===== src/rtl/down_counter_pkg.sv =====
// ---------------------------------------------------------------------------
// down_counter_pkg
//   Shared types and constants for the down-counter sequencer slice.
//
//   Contents:
//     DEFAULT_WIDTH  default counter width in bits
//     ctrl_state_t   sequencer FSM state (idle / counting / done)
//
//   The state labels carry an ST_ prefix so the DONE state never collides
//   with the sequencer's DONE output port when the package is wildcard
//   imported.
// ---------------------------------------------------------------------------
package down_counter_pkg;

  localparam int DEFAULT_WIDTH = 3;

  typedef enum logic [1:0] {
    ST_IDLE  = 2'd0,
    ST_COUNT = 2'd1,
    ST_DONE  = 2'd2
  } ctrl_state_t;

endpackage : down_counter_pkg


===== src/rtl/down_counter_core.sv =====
// ---------------------------------------------------------------------------
// down_counter_core
//   Loadable WIDTH-bit down counter datapath. It has no notion of modes or
//   terminal-count policy; the sequencer above decides when to load and when
//   to decrement.
//
//   Ports:
//     clk   in   1      rising-edge clock
//     rst   in   1      synchronous active-high reset, clears the count
//     load  in   1      load d into the count (wins over en)
//     d     in   WIDTH  load value
//     en    in   1      decrement by one when the count is non-zero
//     q     out  WIDTH  current count (registered)
//     zero  out  1      count is zero (decoded from the register)
// ---------------------------------------------------------------------------
module down_counter_core
  import down_counter_pkg::*;
#(
  parameter int WIDTH = DEFAULT_WIDTH
) (
  input  logic             clk,
  input  logic             rst,
  input  logic             load,
  input  logic [WIDTH-1:0] d,
  input  logic             en,
  output logic [WIDTH-1:0] q,
  output logic             zero
);

  always_ff @(posedge clk) begin
    if (rst) begin
      q <= '0;
    end else if (load) begin
      q <= d;
    end else if (en && !zero) begin
      // Saturates at zero: the count never wraps to all-ones.
      q <= q - WIDTH'(1);
    end
  end

  assign zero = (q == '0);

endmodule : down_counter_core


===== src/rtl/down_counter_sequencer.sv =====
// ---------------------------------------------------------------------------
// down_counter_sequencer
//   Control layer above down_counter_core. Loads a start value on START,
//   decrements once per clock, pauses while HOLD is high, pulses TC for one
//   cycle at terminal count and then either stops in DONE (one-shot) or
//   reloads the start value and keeps counting (periodic).
//
//   Build option:
//     DOWN_COUNTER_AUTORELOAD_EN  when defined, RELOAD latched at START picks
//                                 periodic mode. When undefined, RELOAD is
//                                 ignored, the reload/mode registers do not
//                                 exist and every terminal count ends in DONE.
//
//   Ports:
//     CLK       in   1      rising-edge clock
//     RST       in   1      synchronous active-high reset, overrides all
//     START     in   1      load LOAD_VAL and enter counting
//     LOAD_VAL  in   WIDTH  start value, sampled only with START
//     RELOAD    in   1      periodic-mode select, sampled only with START
//     HOLD      in   1      freeze counting while high
//     Q         out  WIDTH  current count
//     BUSY      out  1      high while counting
//     TC        out  1      one-cycle terminal-count pulse
//     DONE      out  1      high once a one-shot run has finished
//
//   All outputs are registered; nothing combinational reaches a port.
// ---------------------------------------------------------------------------
module down_counter_sequencer
  import down_counter_pkg::*;
#(
  parameter int WIDTH = DEFAULT_WIDTH
) (
  input  logic             CLK,
  input  logic             RST,
  input  logic             START,
  input  logic [WIDTH-1:0] LOAD_VAL,
  input  logic             RELOAD,
  input  logic             HOLD,
  output logic [WIDTH-1:0] Q,
  output logic             BUSY,
  output logic             TC,
  output logic             DONE
);

  ctrl_state_t      state;
  logic             zero;
  logic             core_load;
  logic             core_en;
  logic [WIDTH-1:0] core_d;
  logic             advance;   // counting and not paused this cycle
  logic             periodic;  // current run reloads at terminal count

  assign advance = (state == ST_COUNT) && !HOLD;

`ifdef DOWN_COUNTER_AUTORELOAD_EN
  logic [WIDTH-1:0] reload_q;
  logic             mode_q;

  // Reload and mode only change on START or reset; HOLD and terminal count
  // leave them alone so every period restarts from the same value.
  always_ff @(posedge CLK) begin
    if (RST) begin
      reload_q <= '0;
      mode_q   <= 1'b0;
    end else if (START) begin
      reload_q <= LOAD_VAL;
      mode_q   <= RELOAD;
    end
  end

  assign periodic  = mode_q;
  // Terminal count in periodic mode reloads through the same load port as
  // START, so Q shows the start value in the same cycle TC is high.
  assign core_load = START || (advance && zero && mode_q);
  assign core_d    = START ? LOAD_VAL : reload_q;
`else
  logic unused_reload;

  assign unused_reload = RELOAD;
  assign periodic      = 1'b0;
  assign core_load     = START;
  assign core_d        = LOAD_VAL;
`endif

  // Decrement only while actually counting; the zero case is the terminal
  // cycle and is handled by the FSM (and the reload path above).
  assign core_en = advance && !zero;

  down_counter_core #(
    .WIDTH (WIDTH)
  ) u_core (
    .clk  (CLK),
    .rst  (RST),
    .load (core_load),
    .d    (core_d),
    .en   (core_en),
    .q    (Q),
    .zero (zero)
  );

  // FSM with BUSY/TC/DONE registered alongside the state so that BUSY drops
  // on the same edge that raises TC and DONE.
  always_ff @(posedge CLK) begin
    if (RST) begin
      state <= ST_IDLE;
      BUSY  <= 1'b0;
      TC    <= 1'b0;
      DONE  <= 1'b0;
    end else if (START) begin
      // A restart abandons the current run without a TC pulse.
      state <= ST_COUNT;
      BUSY  <= 1'b1;
      TC    <= 1'b0;
      DONE  <= 1'b0;
    end else begin
      case (state)
        ST_COUNT: begin
          if (HOLD || !zero) begin
            TC <= 1'b0;
          end else begin
            TC <= 1'b1;
            if (!periodic) begin
              state <= ST_DONE;
              BUSY  <= 1'b0;
              DONE  <= 1'b1;
            end
          end
        end
        ST_DONE: begin
          TC <= 1'b0;
        end
        default: begin
          TC <= 1'b0;
        end
      endcase
    end
  end

endmodule : down_counter_sequencer


===== config.mk =====
export PLATFORM = sky130hd
export DESIGN_NAME = down_counter_sequencer
export DESIGN_NICKNAME = d
export VERILOG_FILES = /design/src/rtl/down_counter_pkg.sv /design/src/rtl/down_counter_core.sv /design/src/rtl/down_counter_sequencer.sv
export SDC_FILE = /design/constraint.sdc
export NUM_CORES = 1
export LEC_CHECK = 0
export ABC_AREA = 1
export CORE_AREA = 2 2 39 41
export CTS_BUF_LIST = sky130_fd_sc_hd__clkbuf_16
export CTS_CLUSTER_DIAMETER = 200
export DETAILED_ROUTE_END_ITERATION = 10
export DIE_AREA = 0 0 41 43
export HOLD_SLACK_MARGIN = 0.12
export PLACE_DENSITY = 0.59
export SLEW_MARGIN = 0
export SYNTH_ARGS = -nofsm -noshare
export SYNTH_HDL_FRONTEND = slang
export SYNTH_HIERARCHICAL = 1
export SYNTH_SLANG_ARGS = --single-unit

===== constraint.sdc =====
create_clock -name CLK -period 4.04 [get_ports CLK]
set_input_delay 0.404 -clock CLK [delete_from_list [all_inputs] [get_ports CLK]]
set_output_delay 0.404 -clock CLK [all_outputs]
set_load 0.05 [all_outputs]

======== Word level (Yosys, flattened, before mapping) ========
Cells that the tools add are included.
word-level totals
  register bits ........................... 7
  bits of input ports ..................... 8
  output and inout bits ................... 6
cells by class
  $add $sub $neg .......................... 1
  equality and inequality tests ........... 2
  mux-type cells .......................... 9
  bitwise logic cells ..................... 2
  reductions and logical operators ........ 13
operators with widths
  kind                                                 number
  two-way mux 1 bit                                    7
  two-way mux 3 bit                                    2
  AND reduction 2 bit                                  2
  nonzero test 2 bit                                   2
  logical AND 1 bit                                    3
  logical NOT 3 bit                                    1
  OR reduction 3 bit                                   1
  subtractor 3 x 1 -> 3 bit, second input constant     1
  equality test 2 x 1 -> 1 bit, second input constant  1
  logical NOT 1 bit                                    2
  != test 2 bit, second input constant                 1
  NOT 1 bit                                            2
  OR reduction 2 bit                                   1
  logical OR 1 bit                                     1

======== Logic depth before layout (Yosys ltp) ========
Gate-level depths: netlist (run 1).
  depth after elaboration ................. 6
  mapped depth ............................ 9
  mapped depth without buffers ............ 9

======== Hierarchy ========
The synthesis (run 1) kept the hierarchy.
modules (own cells, without submodules)
  module                  instances  cells an instance  area an instance (sq um)
  down_counter_core       1          34                 201.4
  down_counter_sequencer  1          15                 122.6

======== Worst setup path before layout (run 1) ========
OpenSTA, ideal clock, no wires.
  path type ............................... reg2reg
  from .................................... register u_core.q[0]
  to ...................................... register u_core.q[1]
  setup time .............................. 0.111 ns
  data arrival time ....................... 1.750 ns
  required time ........................... 3.929 ns
  path slack .............................. 2.179 ns
  stages on the path, launching flop included .. 10
  buffers on the path ..................... 0
  clock period less this slack ............ 1.861 ns
  cells stage by stage .................... dfxtp_1 inv_1 ha_1 ha_1 nor4_1 nand2_1 nand2_1 inv_1 nor2_1 nor2_1
on the way
  word-level cells in the longest chain between the ends .. 5
  elaborated cells on any way between the ends .. 8
  classes of those cells .................. add/sub: 1; mux: 2; reduce/logical: 5
ends and longest elaborated chain
  what                                 RTL line                      RTL
  start, declared                      down_counter_core.sv:26       output logic [WIDTH-1:0] q,
  start signal, assigned               down_counter_core.sv:37       q <= q - WIDTH'(1);
  logical NOT 3 bit                    down_counter_core.sv:41       assign zero = (q == '0);
  via zero                             down_counter_sequencer.sv:46  logic zero;
  logical NOT 1 bit                    down_counter_sequencer.sv:87  assign core_en = advance && !zero;
  logical AND 1 bit                    down_counter_sequencer.sv:87
  via core_en                          down_counter_sequencer.sv:48  logic core_en;
  logical AND 1 bit                    down_counter_core.sv:35       end else if (en && !zero) begin
  nonzero test 2 bit (no source line)  -
The timed path passes the listed nets, and every way through them passes these cells. The select of a mux whose other input is x is not followed.
A chain may end at the register's enable or synchronous reset.

======== Worst setup path after layout (run 1) ========
  from .................................... register u_core.q[0]
  to ...................................... output port Q[0]
RTL lines
  what           RTL line                      RTL
  end, declared  down_counter_sequencer.sv:39  output logic [WIDTH-1:0] Q,
No word-level cell between the ends.

==> results.toml, run 1 <==
[outcome]
status = "finished clean"

[cts]
clockBufferDepth = 2
cts_tree = "done"
cts_buffers = 3
clkTransAtPathRegs_ns = 0.03
clock-sinks = 6
holdBufCountCts = 0
cts_setup_buffers = 0
htreeDepth = 1
cts-root-buf = "clkbuf_16"
cts_resized = 0
clock_latency_ns = 0.23

[yosys]
synth_cell_type_count = 15
async_flop_share_pct = 0
syn_area_um2 = 324
yosysMostFrequentCell = "nand2_1"
synth_top_area_share_pct = 37.1
ys_seq_area_share_pct = 37.1
synth_warnings = 6
synth_top_area_cell = "dfxtp_1"
synth_area_per_cell_um2 = 6.61
synthesis.nets = 59
synth_cells = 49
ys_seq_elements = 6
synth_area_leaders = "dfxtp_1 37%, nand2_1 14%, inv_1 13%"
synthFlopType = "dfxtp_1"
synth_edf_count = 0
synthTopCellsByCount = "12 x nand2_1, 11 x inv_1, 6 x dfxtp_1, 6 x nor2_1"

[min_path]
hp-class = "flop to flop"
hold_depth = 2

[timing]
relSlewSlack_pct = 67.3
period_needed_ns = 1.81
fmax_mhz = 551
min_period_over_period_pct = 44.9
rsz0062_at_grt = "false"
hold_viol = 0
fin_skew_ns = 0.000396
tns_ns = 0
finalMaxSlewViolations = 0
final-setup-viol-count = 0
tightestPinTransition_ns = 0.489

[finish]
utilization_pct = 39.0
drive_above_1_share_pct = 9.38
fillers = 158
syn_to_final_growth_pct = 66.4
diodes = 0
finalNetCount = 76

[grt]
grt_use_total_pct = 10.7
grt.overflow.total = 0
grt_max_degree = 9
grt_pass1_vias = 289
antenna_found_initial = 0
grt_first_pass_wirelength_mm = 1.18

[setup_path]
max_stage_delay_ns = 0.82
critPathBufInv = 1
worst_ep_required_time_ns = 3.64
cp_max_fo = 4
cp-end-kind = "output port"
crit_cells = 1
cp_top_family = "buffers and inverters"
crit_type = "flop to output port"
startpoint_type = "flop"
cp_data_arrival_time_ns = 1.41
crit_chain = "clkdlybuf4s50_1"
rr_worst_depth = 9
cp_slowest_cell = "clkdlybuf4s50_1"
rrSetupSlack_ns = 2.40

[pwr]
power.density_nw_per_um2 = 515
vdd_drop_max_mv = 0.310
total_leakage_power_nw = 0.253

[route]
vias = 330
post-route-drc-count = 0
wire_per_inst_um = 8.49
drtAntennaViolNets = 0
routed_wirelength_um = 679
drtIter0Drc = 0
drtPass1Iterations = 1
viasPerCell = 4.13

[floorplanning]
core_um2 = 1380
dieHeight_um = 43
rows = 14
start_util_pct = 23.4
pin_count = 14
die-area_um2 = 1760
die_w_um = 41

[place]
gp_congestion = 0.799
dp_hpwl_um = 526
io_buffer_count = 12

[flow_run]
drv_cap = 0
-- state kept, by name (all words and copies together) (netlist names) --
signal	cells
TC	1
u_core/q	3
state	2
-- area by class of cell --
type,count,area (um2),share of cell area (%)
Clock buffer,3,75.1,13.9
Multi-Input combinational cell,31,159,29.5
Tap cell,16,20.0,3.71
Timing Repair Buffer,12,120,22.3
Inverter,12,45.0,8.35
Sequential cell,6,120,22.3
-- through the flow --
stage	hold slack, ns	cell area (um2)	setup WS (ns)	std cells	power [W]
finish	0.530	539	2.23	80	0.000278
global route	0.561	539	2.16	80	0.000293
CTS	0.526	539	2.21	80	0.000283
detailed placement	0.520	464	2.38	77	0.000118
global placement	0.514	464	2.38	77	0.000118
floorplan	0.473	324	2.18	49	0.000100
-- logic make-up (layout without fill, tap and decap cells) --
kind of cell | count (synthesis) | in the layout | share of synthesized area, %
simple gates | 24 | 24 | 31.7
buf+inv | 12 | 27 | 13.9
flops | 6 | 6 | 37.1
compound gates | 5 | 5 | 9.65
fa+ha+maj | 2 | 2 | 7.72
-- placed cells by master, fill, tap and decap left out --
| master | instances |
|---|---|
| o21bai_1 | 1 |
| o21ai_0 | 2 |
| nand2_1 | 12 |
| clkbuf_16 | 3 |
| or2_1 | 1 |
| inv_2 | 1 |
| dfxtp_1 | 6 |
| ha_1 | 2 |
| nand4_1 | 1 |
| clkdlybuf4s50_1 | 12 |
| nor2_1 | 6 |
| nor4_1 | 1 |
| nand3_1 | 2 |
| a21oi_1 | 1 |
| nor2_2 | 1 |
| inv_1 | 11 |
| a21oi_2 | 1 |
-- power by group --
| group | internal [W] | switching (W) | total, W |
|---|---|---|---|
| Combinational | 0.0000204 | 0.0000305 | 0.0000509 |
| Sequential | 0.0000637 | 0.00000255 | 0.0000663 |
| Clock | 0.000127 | 0.0000336 | 0.000161 |
-- path summary, 6_finish.rpt --
path	from	to
worst max-delay path	u_core/q[0]	Q[0]
worst min-delay path	state[1]	state[1]
worst max register to register	u_core/q[0]	u_core/q[1]
worst min register to register	state[1]	state[1]
-- routing by layer --
metal | track usage, % | routed length [um] | vias to the layer above
met5 | 0 | 0 | -
met2 | 14.4 | 304 | 12
met4 | 6.00 | 20 | 0
met1 | 11.9 | 290 | 136
met3 | 7.85 | 63 | 2
li1 | - | - | 180
(Power assumes the default switching activity.)
==> run 2: changes to the inputs <==
==> constraint.sdc (replaced) <==
create_clock -name CLK -period 1.7 [get_ports CLK]
set_input_delay 0.17 -clock CLK [delete_from_list [all_inputs] [get_ports CLK]]
set_output_delay 0.17 -clock CLK [all_outputs]
set_load 0.05 [all_outputs]
==> run 2 against run 1 <==
Net effect:
- final cell count unchanged
- die area stayed put
- cell area is 1.6% higher
- clock power is 140% higher
- worst setup slack worse by 2.1 ns
- routed wire length increased by 1.6%
- non-clock buffer count unchanged
- total power up 140%
==> results.toml, run 2 (synthesis results as in run 1) <==
[finish]
layout_common_cells = "12 x nand2_1, 12 x clkdlybuf4s50_1, 11 x inv_1"
instances_no_fill = 80
drive_above_1_share_pct = 14.1
utilization_pct = 39.6
syn_to_final_growth_pct = 69.1
fillers = 145
largest-register = "u_core/q"
largest_reg_flops = 3
top_regs = "u_core/q (3), state (2), TC (1)"
finalNetCount = 76
diodes = 0

[setup_path]
cp-end-kind = "output port"
cp_data_arrival_time_ns = 1.43
critPathBufInv = 1
cp_max_fo = 4
worst_ep_required_time_ns = 1.53
cp_top_family = "buffers and inverters"
crit_type = "flop to output port"
max_stage_delay_ns = 0.82
crit_chain = "clkdlybuf4s50_1"
startpoint_type = "flop"
cp_slowest_cell = "clkdlybuf4s50_1"

[cts]
cts_setup_buffers = 0
clockBufferDepth = 2
cts-root-buf = "clkbuf_16"
cts_tree = "done"
clock-sinks = 6
clock_latency_ns = 0.23
clkTransAtPathRegs_ns = 0.03
htreeDepth = 1
cts_buffers = 3

[timing]
rsz0062_at_grt = "false"
final-setup-viol-count = 0
relSlewSlack_pct = 67.3
tightestPinTransition_ns = 0.490
min_period_over_period_pct = 94.1
hold_viol = 0
period_needed_ns = 1.60
tns_ns = 0
fin_skew_ns = 0.00182
hold_ws_ns = 0.511
finalMaxSlewViolations = 0
fmax_mhz = 625

[floorplanning]
die_w_um = 41
core_um2 = 1380
die-area_um2 = 1760
dieHeight_um = 43
rows = 14
pin_count = 14
start_util_pct = 23.4

[grt]
grt_use_total_pct = 11.1
grt_first_pass_wirelength_mm = 1.17
grt_max_degree = 9
antenna_found_initial = 0
grt.overflow.total = 0
grt_pass1_vias = 302

[place]
gp_congestion = 0.828
dp_hpwl_um = 519
placed_cells = 77
io_buffer_count = 12

[route]
viasPerCell = 4.23
routed_wirelength_um = 690
wire_per_inst_um = 8.63
drtPass1Iterations = 4
drtIter0Drc = 3
drtAntennaViolNets = 0
vias = 338
post-route-drc-count = 0

[pwr]
finalPower_w = 0.000667
total_leakage_power_nw = 0.254
power.density_nw_per_um2 = 1220
vdd_drop_max_mv = 0.488

[min_path]
hp-class = "flop to flop"

[flow_run]
drv_cap = 0

[outcome]
status = "finished clean"
## run 2: cell count changes in the layout (fill, tap and decap cells not counted)
cell,before,now
dfxtp_1,6,4
dfxtp_2,0,2
nor4_1,1,0
nor4_2,0,1
## run 2: power by group
part | switching, W | internal (W) | total, W | leakage [nW]
combinational | 0.0000739 | 0.0000500 | 0.000124 | 0.167
sequential | 0.00000614 | 0.000152 | 0.000159 | 0.0500
clock | 0.0000821 | 0.000302 | 0.000384 | 0.0370
total | 0.000162 | 0.000505 | 0.000667 | 0.254
## run 2: worst paths after layout
kind                               endpoint  slack (ns)        start  cells after the start
worst max register to register  u_core/q[1]        0.21  u_core/q[0]                      9
worst min-delay path            u_core/q[0]        0.51  u_core/q[0]                      2
worst max-delay path                   DONE        0.10     state[1]                      1
worst min register to register  u_core/q[0]        0.51  u_core/q[0]                      2
## run 2: repair_timing
| action | in CTS | in global routing |
|---|---|---|
| setup endpoints to repair | 0 | 3 |
| gates resized for setup | 0 | 1 |
| hold buffers | 0 | 0 |
## run 2: metrics by stage
stage / area [um2] / setup WS (ns)
2_1_floorplan: 327 / 0.00985
3_3_place_gp: 467 / 0.0726
3_5_place_dp: 467 / 0.0592
4_1_cts: 542 / 0.0578
5_1_grt: 548 / 0.00387
6_report: 548 / 0.101
## run 2: cell type report
type | count | area, um2 | area share [%]
multi-input cells | 31 | 165 | 30.1
repair buffers | 12 | 120 | 21.9
inverters | 12 | 45.0 | 8.22
flip-flops and latches | 6 | 123 | 22.4
clock buffers | 3 | 75.1 | 13.7
well taps | 16 | 20.0 | 3.65
## run 2: per-layer routing
layer	routed length (um)	global-route usage [%]	part of all wire, %
met1	302	12.9	44
met5	0	0	0
met3	58	4.71	8.4
met4	56	16.0	8.1
met2	273	11.6	40
==> run 3: changes to the inputs <==
--- a/config.mk
+++ b/config.mk
@@ -11,6 +11,7 @@
 export CTS_CLUSTER_DIAMETER = 200
 export DETAILED_ROUTE_END_ITERATION = 10
 export DIE_AREA = 0 0 41 43
+export GPL_ROUTABILITY_DRIVEN = 0
 export HOLD_SLACK_MARGIN = 0.12
 export PLACE_DENSITY = 0.59
 export SLEW_MARGIN = 0
==> results of run 3 <==
The final DEF is identical to that of run 2; final timing and power are the same.
